`src/rtl/cdc_wr_arbiter.sv`:
```
// Round-robin, burst-locked arbiter for the write port of a CDC FIFO.
// Also sequences flushes: terminate abandons the burst and drives a timed fifoTerminate pulse.
module cdc_wr_arbiter #(
  parameter int unsigned NUM_REQ      = 4,
  parameter int unsigned ID_WIDTH     = 2,
  parameter int unsigned DATA_WIDTH   = 32,
  parameter int unsigned MAX_BEATS    = 16,
  parameter int unsigned FLUSH_CYCLES = 4
) (
  input  logic                          clk,
  input  logic                          arst,
  input  logic [NUM_REQ-1:0]            req,
  input  logic [NUM_REQ-1:0]            reqLast,
  input  logic [NUM_REQ*DATA_WIDTH-1:0] reqData,
  output logic [NUM_REQ-1:0]            reqReady,
  input  logic                          fifoReady,
  output logic                          fifoWe,
  output logic [DATA_WIDTH-1:0]         fifoData,
  output logic [ID_WIDTH-1:0]           fifoId,
  input  logic                          terminate,
  output logic                          fifoTerminate,
  output logic                          grantValid,
  output logic                          overrun
);

  localparam int unsigned BEAT_W  = $clog2(MAX_BEATS + 2);
  localparam int unsigned FLUSH_W = $clog2(FLUSH_CYCLES + 1);
  localparam logic [BEAT_W-1:0]   BEAT_SAT   = BEAT_W'(MAX_BEATS + 1);
  localparam logic [BEAT_W-1:0]   BEAT_OVR   = BEAT_W'(MAX_BEATS);
  localparam logic [FLUSH_W-1:0]  FLUSH_LOAD = FLUSH_W'(FLUSH_CYCLES - 1);
  localparam logic [ID_WIDTH-1:0] LAST_ID    = ID_WIDTH'(NUM_REQ - 1);

  typedef enum logic [1:0] {IDLE = 2'd0, BURST = 2'd1, FLUSH = 2'd2} state_t;

  state_t                 state, state_nxt;
  logic [ID_WIDTH-1:0]    grant_id, rr_ptr, winner, next_ptr;
  logic [2*NUM_REQ-1:0]   rot;
  logic                   any_req, req_g, last_g, xfer;
  logic [BEAT_W-1:0]      beat_cnt;
  logic [FLUSH_W-1:0]     flush_cnt;

  // Winner: first set req at or after rr_ptr, found by rotating a doubled vector
  always_comb begin
    int unsigned off;
    int unsigned sum;
    off     = 0;
    any_req = 1'b0;
    rot     = {req, req} >> rr_ptr;
    for (int k = NUM_REQ - 1; k >= 0; k--) begin
      if (rot[k]) begin
        off     = k;
        any_req = 1'b1;
      end
    end
    sum = int'(rr_ptr) + off;
    if (sum >= NUM_REQ) sum = sum - NUM_REQ;
    winner = ID_WIDTH'(sum);
  end

  assign next_ptr = (grant_id == LAST_ID) ? '0 : grant_id + ID_WIDTH'(1);

  always_ff @(posedge clk or negedge arst) begin
    if (!arst) state <= IDLE;
    else       state <= state_nxt;
  end

  always_comb begin
    state_nxt = state;
    if (terminate) begin
      state_nxt = FLUSH;
    end else begin
      case (state)
        IDLE:    if (any_req) state_nxt = BURST;
        BURST:   if (xfer && last_g) state_nxt = IDLE;
        FLUSH:   if (flush_cnt == '0) state_nxt = IDLE;
        default: state_nxt = IDLE;
      endcase
    end
  end

  // Write-port outputs follow fifoReady/terminate combinationally in the same cycle
  always_comb begin
    fifoData = reqData[DATA_WIDTH-1:0];
    req_g    = 1'b0;
    last_g   = 1'b0;
    reqReady = '0;
    for (int i = 0; i < NUM_REQ; i++) begin
      if (grant_id == ID_WIDTH'(i)) begin
        fifoData    = reqData[i*DATA_WIDTH +: DATA_WIDTH];
        req_g       = req[i];
        last_g      = reqLast[i];
        reqReady[i] = (state == BURST) && !terminate && fifoReady;
      end
    end
    fifoId = grant_id;
    xfer   = (state == BURST) && !terminate && req_g && fifoReady;
    fifoWe = xfer;
  end

  assign grantValid    = (state == BURST);
  assign fifoTerminate = (state == FLUSH);

  always_ff @(posedge clk or negedge arst) begin
    if (!arst) begin
      grant_id  <= '0;
      rr_ptr    <= '0;
      beat_cnt  <= '0;
      flush_cnt <= '0;
      overrun   <= 1'b0;
    end else begin
      if (xfer && beat_cnt == BEAT_OVR) overrun <= 1'b1;
      if (terminate) begin
        rr_ptr    <= '0;
        flush_cnt <= FLUSH_LOAD;
      end else begin
        case (state)
          IDLE: begin
            if (any_req) begin
              grant_id <= winner;
              beat_cnt <= '0;
            end
          end
          BURST: begin
            if (xfer) begin
              if (beat_cnt != BEAT_SAT) beat_cnt <= beat_cnt + BEAT_W'(1);
              if (last_g) rr_ptr <= next_ptr;
            end
          end
          FLUSH: begin
            if (flush_cnt != '0) flush_cnt <= flush_cnt - FLUSH_W'(1);
          end
          default: ;
        endcase
      end
    end
  end

endmodule

```
`config.mk`:
```
export PLATFORM = sky130hd
export DESIGN_NAME = cdc_wr_arbiter
export DESIGN_NICKNAME = d
export VERILOG_FILES = /design/src/rtl/cdc_wr_arbiter.sv
export SDC_FILE = /design/constraint.sdc
export NUM_CORES = 1
export LEC_CHECK = 0
export CORE_MARGIN = 2
export CORE_UTILIZATION = 35
export DETAILED_ROUTE_END_ITERATION = 16
export GPL_ROUTABILITY_DRIVEN = 0
export HOLD_SLACK_MARGIN = 0.03
export MAX_ROUTING_LAYER = met4
export PLACE_DENSITY_LB_ADDON = 0.15
export SETUP_SLACK_MARGIN = 0.4
export SKIP_LAST_GASP = 1
export SLEW_MARGIN = 10
export SYNTH_ARGS = -nofsm -noshare
export SYNTH_HDL_FRONTEND = slang
export SYNTH_SLANG_ARGS = --single-unit
```
`constraint.sdc`:
```
create_clock -name clk -period 2.8 [get_ports clk]
set_input_delay 0.28 -clock clk [delete_from_list [all_inputs] [get_ports clk]]
set_output_delay 0.28 -clock clk [all_outputs]
set_load 0.05 [all_outputs]
```
==> flow_metrics.env, run 1 <==
export IMPL_outcome="finished, final reports clean"
export IMPL_yosys_warnings=0
export IMPL_switching_share=0.5783
export IMPL_crit_type="input pin to output pin"
export IMPL_synth_ff_latch_count=15
export IMPL_synth_area_leader_cell="dfrtp_1"
export IMPL_ios=182
export IMPL_synthTopCellsByCount="nor2_1 (44), nand2_1 (39), o21ai_0 (37)"
export IMPL_via_per_inst=5.237
export IMPL_nets=632
export IMPL_cp_max_fo=5
export IMPL_die_x_um=81.41
export IMPL_core_um2=5851
export IMPL_htree_levels=1
export IMPL_switchingPower_w=0.002345
export IMPL_r2r_slack_ns=0.52
export IMPL_hold_slack_ns=0.4282
export IMPL_routedWlPerCell_um=16.92
export IMPL_max_freq_ghz=0.4321
export IMPL_cts_hold_buf=0
export IMPL_grt_pass1_wl_um=13780
export IMPL_total_power_w=0.004055
export IMPL_synthCells=303
export IMPL_grt_pass1_vias=2736
export IMPL_cts_tree="yes"
export IMPL_setup_violations=0
export IMPL_combPwrFrac=0.883
export IMPL_clk_latency_ns=0.25
export IMPL_synth_area_um2=2097
export IMPL_vias=2912
export IMPL_grtUsageTotal=0.2752
export IMPL_n_antenna_cell=0
export IMPL_async_flop_share=1.000
export IMPL_clock_skew_final_ns=0.002622
export IMPL_clk_pin_slew_worst_paths_ns=0.06
export IMPL_cp_start_kind="input pin"
export IMPL_r2r_cells=10
export IMPL_drtAntennaViolNets=0
export IMPL_root_buffer="clkbuf_8"
export IMPL_drive_above_1_share=0.2079
export IMPL_power_share_clock=0.044
export IMPL_grt_overflow_total=0
export IMPL_cts_sinks=15
export IMPL_cts_buffers=3
export IMPL_max_slew_margin_rel=0.5663
export IMPL_p_int_w=0.001710
export IMPL_rsz0062_at_grt="no"
export IMPL_utilization=0.7553
export IMPL_yosysUniqueCellTypes=43
export IMPL_critical_path_reg2reg_startpoint="fifoId[1]$_DFFE_PN0P_"
export IMPL_power_leakage_nw=1.792
export IMPL_firstDrtPassIters=4
export IMPL_cp_slowest_cell="clkdlybuf4s50_1"
export IMPL_syn_num_nets=453
export IMPL_arrival_ns=2.03
export IMPL_worst_slew_pin_slew_ns=0.6485
export IMPL_fin_crit_sh=0.8266
export IMPL_initial_core_util=0.3584
export IMPL_die_area_um2=6627
export IMPL_port_buffers=181
export IMPL_power_density_nw_per_um2=917.6
export IMPL_ys_seq_area_frac=0.1790
export IMPL_drc_errors=0
export IMPL_power_frac_seq=0.073
export IMPL_synth_area_per_cell_um2=6.921
export IMPL_cp_slowest_stage_delay_ns=0.79
export IMPL_critPathBufInv=2
export IMPL_drv_slew=0
export IMPL_setup_tns_ns=0
export IMPL_grt_max_degree=36
export IMPL_synth_edff_count=0
export IMPL_min_path_type="input pin to async pin"
export IMPL_cap_viol_max_count=0
export IMPL_ys_top_cells_by_area="dfrtp_1 (18%), mux2i_1 (16%), o21ai_0 (8.8%)"
export IMPL_fp_dieH_um=81.41
export IMPL_endpoint_kind="output pin"
export IMPL_cp_top_family="buffers and inverters"
export IMPL_period_needed_ns=2.315
export IMPL_yosys_cell_count_top_type="nor2_1"
export IMPL_yosysTopAreaCellShare=0.1790
export IMPL_ir_drop_mv=0.7399
export IMPL_hpwl_um=7134
export IMPL_cp_required_ns=2.52
export IMPL_ys_flop_type="dfrtp_1"
export IMPL_finalHoldViolCount=0
export IMPL_drt_iter0_markers=103
export IMPL_rr_endpoint="beat_cnt[3]$_DFFE_PN0P_"
export IMPL_cp_common_cell="clkdlybuf4s50_1"
export IMPL_syn2layout_area_growth_pct=110.7
export IMPL_wirelength_um=9410
export IMPL_num_rows=28
export IMPL_antenna_found_initial=0
export IMPL_cp_cell_sequence="clkdlybuf4s50_1 > nor3b_4 > and3_1 > clkdlybuf4s50_1"
export IMPL_cts_buffer_depth=2
-- cells by family after synthesis --
group | after synthesis | share of synthesized area
simple gates | 112 | 0.2482
flops | 15 | 0.1790
buf+inv | 34 | 0.06802
compound gates | 92 | 0.2554
mux | 36 | 0.1730
xor+xnor | 4 | 0.01671
fa+ha+maj | 10 | 0.05967
-- per-layer routing --
layer / GRT usage / vias up / wire length, µm
li1: - / 1428 / -
met1: 0.3133 / 1358 / 3584
met2: 0.4869 / 111 / 4859
met3: 0.05889 / 15 / 805
met4: 0.07119 / 0 / 160
met5: - / - / 0
-- area by class of cell --
class                   count  area [µm²]
clock buffers               4       45.04
fillers                   437        1431
inverters                  12       45.04
multi-input cells         254        1954
flip-flops and latches     15       377.9
well taps                  75       93.84
repair buffers            196        1903
-- flip-flops by register name, summed over array words and instances (netlist names) --
register   cells
state          2
overrun        1
flush_cnt      3
rr_ptr         2
beat_cnt       5
fifoId         2
-- repair_timing --
action	4_1_cts	5_1_grt
setup buffers	2	3
pin swaps	2	0
endpoints found under the setup margin	13	33
gates resized for setup	36	14
gates cloned	1	1
-- worst reg2reg max path, delay by kind of cell, from the launching register on --
kind | cells | cell delay, ns
buf+inv | 4 | 0.56
simple gates | 3 | 0.74
fa+ha+maj | 1 | 0.23
compound gates | 2 | 0.25
flops | 1 | 0.43
-- power by group through the flow --
| stage | Clock [W] | Sequential (W) | Combinational [W] |
|---|---|---|---|
| detailed placement | 0 | 0.000298 | 0.00347 |
| finish | 0.000178 | 0.000295 | 0.00358 |
| CTS | 0.000179 | 0.000295 | 0.00351 |
| global route | 0.000191 | 0.000298 | 0.00379 |
| global placement | 0 | 0.000292 | 0.00343 |
| floorplan | 0 | 0.000328 | 0.00245 |
-- worst max path at each step --
stage                                startpoint      endpoint  cells past startpoint
final                                 terminate   reqReady[0]                      4
after global routing      fifoId[1]$_DFFE_PN0P_  fifoData[11]                      6
after CTS                 fifoId[1]$_DFFE_PN0P_   fifoData[3]                      8
after detailed placement  fifoId[1]$_DFFE_PN0P_   fifoData[3]                      8
after global placement    fifoId[1]$_DFFE_PN0P_   fifoData[7]                      8
after floorplan           fifoId[1]$_DFFE_PN0P_   fifoData[0]                      6
-- metrics by stage --
| step | area, µm² | setup WS (ns) | instances |
|---|---|---|---|
| after floorplan | 2431 | 0.3619 | 303 |
| after global placement | 4275 | 0.3289 | 545 |
| after detailed placement | 4275 | 0.2633 | 545 |
| after CTS | 4360 | 0.3169 | 552 |
| after global routing | 4419 | 0.4046 | 556 |
| final | 4419 | 0.4855 | 556 |
-- placed cells by master (no fill, tap or decap), types with 7 or more instances in the layout --
master	netlist	final
clkdlybuf4s50_1	0	145
nor2_1	44	44
nand2_1	39	39
mux2i_1	34	34
buf_4	0	34
a21oi_1	35	32
o21ai_4	0	28
dfrtp_1	15	13
inv_1	12	11
ha_1	10	7
(Power assumes the default switching activity.)
==> inputs of run 2 (changes only) <==
--- a/config.mk
+++ b/config.mk
@@ -6,7 +6,7 @@
 export NUM_CORES = 1
 export LEC_CHECK = 0
 export CORE_MARGIN = 2
-export CORE_UTILIZATION = 35
+export CORE_UTILIZATION = 29
 export DETAILED_ROUTE_END_ITERATION = 16
 export GPL_ROUTABILITY_DRIVEN = 0
 export HOLD_SLACK_MARGIN = 0.03
==> constraint.sdc (replaced) <==
create_clock -name clk -period 1.9 [get_ports clk]
set_input_delay 0.19 -clock clk [delete_from_list [all_inputs] [get_ports clk]]
set_output_delay 0.19 -clock clk [all_outputs]
set_load 0.05 [all_outputs]
==> flow_metrics.env, run 2 (same netlist as run 1, synthesis figures left out) <==
export IMPL_drc_errors=0
export IMPL_violations="setup timing"
export IMPL_ir_drop_mv=0.7722
export IMPL_cp_required_ns=1.71
export IMPL_power_density_nw_per_um2=1442
export IMPL_routedWlPerCell_um=20.82
export IMPL_rsz0062_at_grt="yes"
export IMPL_largest_reg_flops=5
export IMPL_grt_max_degree=17
export IMPL_switchingPower_w=0.004259
export IMPL_min_path_type="input pin to async pin"
export IMPL_cap_viol_max_count=0
export IMPL_arrival_ns=1.93
export IMPL_cts_tree="yes"
export IMPL_outcome="complete, but fails checks"
export IMPL_cts_buffers=3
export IMPL_antenna_found_initial=0
export IMPL_die_area_um2=7927
export IMPL_cts_hold_buf=0
export IMPL_cp_slowest_cell="dfrtp_2"
export IMPL_cp_slowest_stage_delay_ns=0.41
export IMPL_grt_pass1_vias=3230
export IMPL_die_x_um=89.04
export IMPL_power_frac_seq=0.052
export IMPL_clock_skew_final_ns=0.001211
export IMPL_cp_max_fo=6
export IMPL_drv_slew=0
export IMPL_setup_ws_ns=-0.2180
export IMPL_mostFrequentLayoutCells="clkdlybuf4s50_1 (135), buf_4 (41), nor2_1 (32), o21ai_4 (32), buf_6 (30)"
export IMPL_cts_buffer_depth=2
export IMPL_wirelength_um=12930
export IMPL_via_per_inst=5.390
export IMPL_crit_type="flop to output pin"
export IMPL_port_buffers=181
export IMPL_root_buffer="clkbuf_8"
export IMPL_htree_levels=1
export IMPL_combPwrFrac=0.916
export IMPL_syn2layout_area_growth_pct=171.6
export IMPL_num_rows=30
export IMPL_clk_latency_ns=0.25
export IMPL_ios=182
export IMPL_switching_share=0.5184
export IMPL_fin_crit_sh=1.115
export IMPL_regMostFlops="beat_cnt"
export IMPL_core_um2=6907
export IMPL_p_int_w=0.003956
export IMPL_grt_overflow_total=0
export IMPL_drt_iter0_markers=92
export IMPL_setup_tns_ns=-5.416
export IMPL_drive_above_1_share=0.4476
export IMPL_cp_start_kind="flop"
export IMPL_worst_slew_pin_slew_ns=0.7113
export IMPL_grt_pass1_wl_um=16150
export IMPL_fp_dieH_um=89.04
export IMPL_nets=676
export IMPL_firstDrtPassIters=4
export IMPL_reg_top3="beat_cnt: 5 flops, flush_cnt: 3 flops"
export IMPL_period_needed_ns=2.118
export IMPL_cp_cell_sequence="inv_2 > ha_4 > buf_4 > buf_12 > mux2i_2 > nor2_1 > a21oi_2 > o21ai_4 > buf_6"
export IMPL_n_antenna_cell=0
export IMPL_cts_sinks=15
export IMPL_power_leakage_nw=2.226
export IMPL_r2r_slack_ns=-0.14
export IMPL_power_share_clock=0.032
export IMPL_max_slew_margin_rel=0.5243
export IMPL_finalHoldViolCount=0
export IMPL_total_power_w=0.008215
export IMPL_hold_slack_ns=0.3666
export IMPL_vias=3347
export IMPL_clk_pin_slew_worst_paths_ns=0.06
export IMPL_r2r_cells=7
export IMPL_utilization=0.8246
export IMPL_hpwl_um=7834
export IMPL_grtUsageTotal=0.2706
export IMPL_max_freq_ghz=0.4721
export IMPL_initial_core_util=0.3036
export IMPL_mostFrequentLayoutCell="clkdlybuf4s50_1"
export IMPL_setup_violations=42
export IMPL_drtAntennaViolNets=0
export IMPL_endpoint_kind="output pin"
[run 2: changes by cell type in the layout (fill, tap and decap cells not counted), sizes merged]
cell | previous run | this run
buf | 44 | 97
clkdlybuf4s50 | 145 | 135
dlygate4sd2 | 3 | 5
clkdlybuf4s15 | 1 | 0
clkinvlp | 0 | 1
inv | 12 | 11
[run 2: worst paths after layout]
kind	from	end
max	fifoId[1]$_DFFE_PN0P_	fifoData[5]
max reg2reg	fifoId[0]$_DFFE_PN0P_	rr_ptr[1]$_DFFE_PN0P_
min reg2reg	overrun$_DFFE_PN0P_	overrun$_DFFE_PN0P_
min	arst	flush_cnt[2]$_DFFE_PN0P_
max in group asynchronous	arst	fifoId[0]$_DFFE_PN0P_
min in group clk	overrun$_DFFE_PN0P_	overrun$_DFFE_PN0P_
[run 2: cell type report]
class                      instances  area (µm²)
clock buffer                       4       45.04
fill                             399        1211
inverter                          12       48.80
multi-input combinational        254        2426
sequential                        15       379.1
tap                               96       120.1
timing repair buffer             240        2676
[run 2: timing repair]
action | in CTS | in global routing
gates cloned | 5 | 2
hold endpoints to repair | 0 | 0
endpoints found under the setup margin | 49 | 48
pin swaps | 12 | 15
setup buffers | 12 | 8
gates resized for setup | 88 | 50
[run 2: stage by stage]
| stage | instance area, µm² | setup slack (ns) | instances |
|---|---|---|---|
| finish | 5695 | -0.2180 | 621 |
| global route | 5695 | -0.2969 | 621 |
| CTS | 5363 | -0.1481 | 611 |
| detailed placement | 4746 | -0.06493 | 590 |
| global placement | 4746 | -0.04712 | 590 |
| floorplan | 2595 | -0.1896 | 303 |
[run 2: worst max-delay path: cells and delay by family (launching register included)]
kind / cells / cell delay, ns
buffers and inverters: 4 / 0.49
DFF: 1 / 0.41
AOI/OAI and AO/OA: 2 / 0.27
muxes: 1 / 0.24
adders and majority gates: 1 / 0.18
and+or+nand+nor: 1 / 0.09
[run 2: metal layers]
layer | vias to the layer above | share of wire | wire length (µm) | GRT usage
met2 | 161 | 0.52 | 6756 | 0.5007
li1 | 1511 | - | - | -
met4 | 0 | 0.047 | 612 | 0.09091
met5 | - | 0 | 0 | -
met3 | 55 | 0.083 | 1069 | 0.05263
met1 | 1620 | 0.35 | 4493 | 0.2870
[run 2: power groups by stage]
stage | Combinational, W | Sequential [W] | Clock [W]
3_3_place_gp | 0.00572 | 0.000428 | 0
6_report | 0.00752 | 0.000429 | 0.000265
2_1_floorplan | 0.00385 | 0.000493 | 0
4_1_cts | 0.00677 | 0.000429 | 0.000268
3_5_place_dp | 0.00580 | 0.000433 | 0
5_1_grt | 0.00780 | 0.000437 | 0.000283
==> inputs of run 3 (changes only) <==
--- a/config.mk
+++ b/config.mk
@@ -5,6 +5,7 @@
 export SDC_FILE = /design/constraint.sdc
 export NUM_CORES = 1
 export LEC_CHECK = 0
+export ABC_AREA = 0
 export CORE_MARGIN = 2
 export CORE_UTILIZATION = 29
 export DETAILED_ROUTE_END_ITERATION = 16
@@ -13,7 +14,6 @@
 export MAX_ROUTING_LAYER = met4
 export PLACE_DENSITY_LB_ADDON = 0.15
 export SETUP_SLACK_MARGIN = 0.4
-export SKIP_LAST_GASP = 1
 export SLEW_MARGIN = 10
 export SYNTH_ARGS = -nofsm -noshare
 export SYNTH_HDL_FRONTEND = slang
==> flow_metrics.env, run 3 (same netlist as run 1, synthesis figures left out) <==
export IMPL_setup_violations=42
export IMPL_wirelength_um=13250
export IMPL_fp_dieH_um=89.04
export IMPL_power_density_nw_per_um2=1448
export IMPL_power_leakage_nw=2.232
export IMPL_grt_max_degree=17
export IMPL_cp_slowest_cell="dfrtp_2"
export IMPL_endpoint_kind="output pin"
export IMPL_multi_input_comb_area_um2=2452
export IMPL_cts_buffer_depth=2
export IMPL_drive_above_1_share=0.4523
export IMPL_place_ws_ns=-0.06493
export IMPL_grt_pass1_vias=3182
export IMPL_cp_required_ns=1.71
export IMPL_htree_levels=1
export IMPL_cp_start_kind="flop"
export IMPL_min_path_type="input pin to async pin"
export IMPL_cap_viol_max_count=0
export IMPL_finalHoldViolCount=0
export IMPL_max_slew_margin_rel=0.5188
export IMPL_setup_ws_ns=-0.2786
export IMPL_drtAntennaViolNets=0
export IMPL_setup_tns_ns=-5.903
export IMPL_reg_top3="beat_cnt: 5 flops, flush_cnt: 3 flops"
export IMPL_clk_latency_ns=0.25
export IMPL_syn2layout_area_growth_pct=173.6
export IMPL_cp_cell_sequence="inv_2 > ha_4 > buf_6 > buf_16 > mux2i_4 > nor2_2 > a21oi_2 > o21ai_4 > buf_6"
export IMPL_drv_slew=0
export IMPL_grt_pass1_wl_um=16460
export IMPL_critPathBufInv=4
export IMPL_utilization=0.8306
export IMPL_seq_area_um2=380.4
export IMPL_grt_overflow_total=0
export IMPL_via_per_inst=5.390
export IMPL_rr_endpoint="beat_cnt[0]$_DFFE_PN0P_"
export IMPL_cp_top_family="buffers and inverters"
export IMPL_r2r_slack_ns=-0.17
export IMPL_core_um2=6907
export IMPL_r2r_cells=9
export IMPL_max_freq_ghz=0.4590
export IMPL_largest_reg_flops=5
export IMPL_vias=3347
export IMPL_mostFrequentLayoutCells="clkdlybuf4s50_1 (135), buf_4 (38), o21ai_4 (32)"
export IMPL_violations="setup timing"
export IMPL_firstDrtPassIters=4
export IMPL_root_buffer="clkbuf_8"
export IMPL_crit_type="flop to output pin"
export IMPL_num_rows=30
export IMPL_worst_slew_pin_slew_ns=0.7196
export IMPL_grtUsageTotal=0.2785
export IMPL_hpwl_um=7834
export IMPL_cp_slowest_stage_delay_ns=0.41
export IMPL_clk_pin_slew_worst_paths_ns=0.06
export IMPL_fin_crit_sh=1.147
export IMPL_rsz0062_at_grt="yes"
export IMPL_port_buffers=181
export IMPL_period_needed_ns=2.179
export IMPL_critical_path_reg2reg_startpoint="fifoId[0]$_DFFE_PN0P_"
export IMPL_die_x_um=89.04
export IMPL_fillCellCount=386
export IMPL_cp_max_fo=5
export IMPL_crit_start="fifoId[1]$_DFFE_PN0P_"
export IMPL_cp_common_cell="buf_6"
export IMPL_outcome="complete, but fails checks"
export IMPL_nets=675
export IMPL_clock_skew_final_ns=0.001045
export IMPL_arrival_ns=1.99
export IMPL_drt_iter0_markers=56
export IMPL_cts_buffers=3
export IMPL_drc_errors=0
export IMPL_die_area_um2=7927
export IMPL_crit_cells=9
export IMPL_cts_sinks=15
export IMPL_ios=182
export IMPL_antenna_found_initial=0
export IMPL_critPathCapture="fifoData[16]"
export IMPL_cts_tree="yes"
export IMPL_regMostFlops="beat_cnt"
export IMPL_cts_hold_buf=0
export IMPL_mostFrequentLayoutCell="clkdlybuf4s50_1"
export IMPL_ir_drop_mv=0.7623
export IMPL_routedWlPerCell_um=21.33
export IMPL_initial_core_util=0.3036
## run 3: cell types whose count changed in the layout (fill, tap and decap cells not counted), moves of 2 or more
cell,delta
buf_4,-3
mux2i_4,+4
mux2i_2,-3
mux2_2,-2
nand2_1,-2
buf_8,+3
mux2_4,+2
nand2_2,+2
## run 3: worst min-delay path by stage
stage / to / from / depth (start not counted)
after global routing: flush_cnt[2]$_DFFE_PN0P_ / arst / 1
after floorplan: beat_cnt[0]$_DFFE_PN0P_ / arst / 0
after detailed placement: overrun$_DFFE_PN0P_ / overrun$_DFFE_PN0P_ / 1
after global placement: overrun$_DFFE_PN0P_ / overrun$_DFFE_PN0P_ / 1
final: flush_cnt[1]$_DFFE_PN0P_ / arst / 1
after CTS: flush_cnt[2]$_DFFE_PN0P_ / arst / 1
## run 3: metal layers
layer | GRT usage | vias to the layer above | routed length, µm
met5 | - | - | 0
li1 | - | 1512 | -
met2 | 0.5068 | 158 | 6824
met1 | 0.2983 | 1617 | 4736
met4 | 0.1031 | 0 | 694
met3 | 0.05448 | 60 | 991
## run 3: layout make-up
cell class | count | share of cell area
Antenna cell | 1 | 0.0004362
Clock buffer | 4 | 0.007852
Inverter | 12 | 0.008506
Multi-Input combinational cell | 254 | 0.4275
Sequential cell | 15 | 0.06630
Tap cell | 96 | 0.02094
Timing Repair Buffer | 239 | 0.4685
## run 3: timing repair
item,in CTS,in global routing
endpoints found under the setup margin,49,48
resized for setup,104,47
buffers inserted,12,7
pin swaps,14,16
cloned,5,2
## run 3: worst reg2reg max path: cells and delay by family, from the launching register on
family,cells,cell delay (ns)
compound gates,3,0.53
flops,1,0.45
buf+inv,3,0.45
mux,1,0.27
fa+ha+maj,1,0.19
simple gates,1,0.08
## run 3: stage by stage
step | power, W | instances | hold slack (ns) | cell area [µm²]
global route | 0.008627 | 620 | 0.4211 | 5734
CTS | 0.007636 | 611 | 0.3843 | 5428
detailed placement | 0.006235 | 590 | 0.4655 | 4746
floorplan | 0.004343 | 303 | -0.1056 | 2595
global placement | 0.006148 | 590 | 0.4556 | 4746
finish | 0.008309 | 621 | 0.3698 | 5737
## run 3: report_power, final
| part | total [W] | internal (W) | switching, W | leakage, nW |
|---|---|---|---|---|
| logic | 0.00761 | 0.00348 | 0.00413 | 2.02 |
| registers | 0.000432 | 0.000376 | 0.0000555 | 0.190 |
| clock network | 0.000266 | 0.000149 | 0.000117 | 0.0228 |
| total | 0.00831 | 0.00401 | 0.00430 | 2.23 |
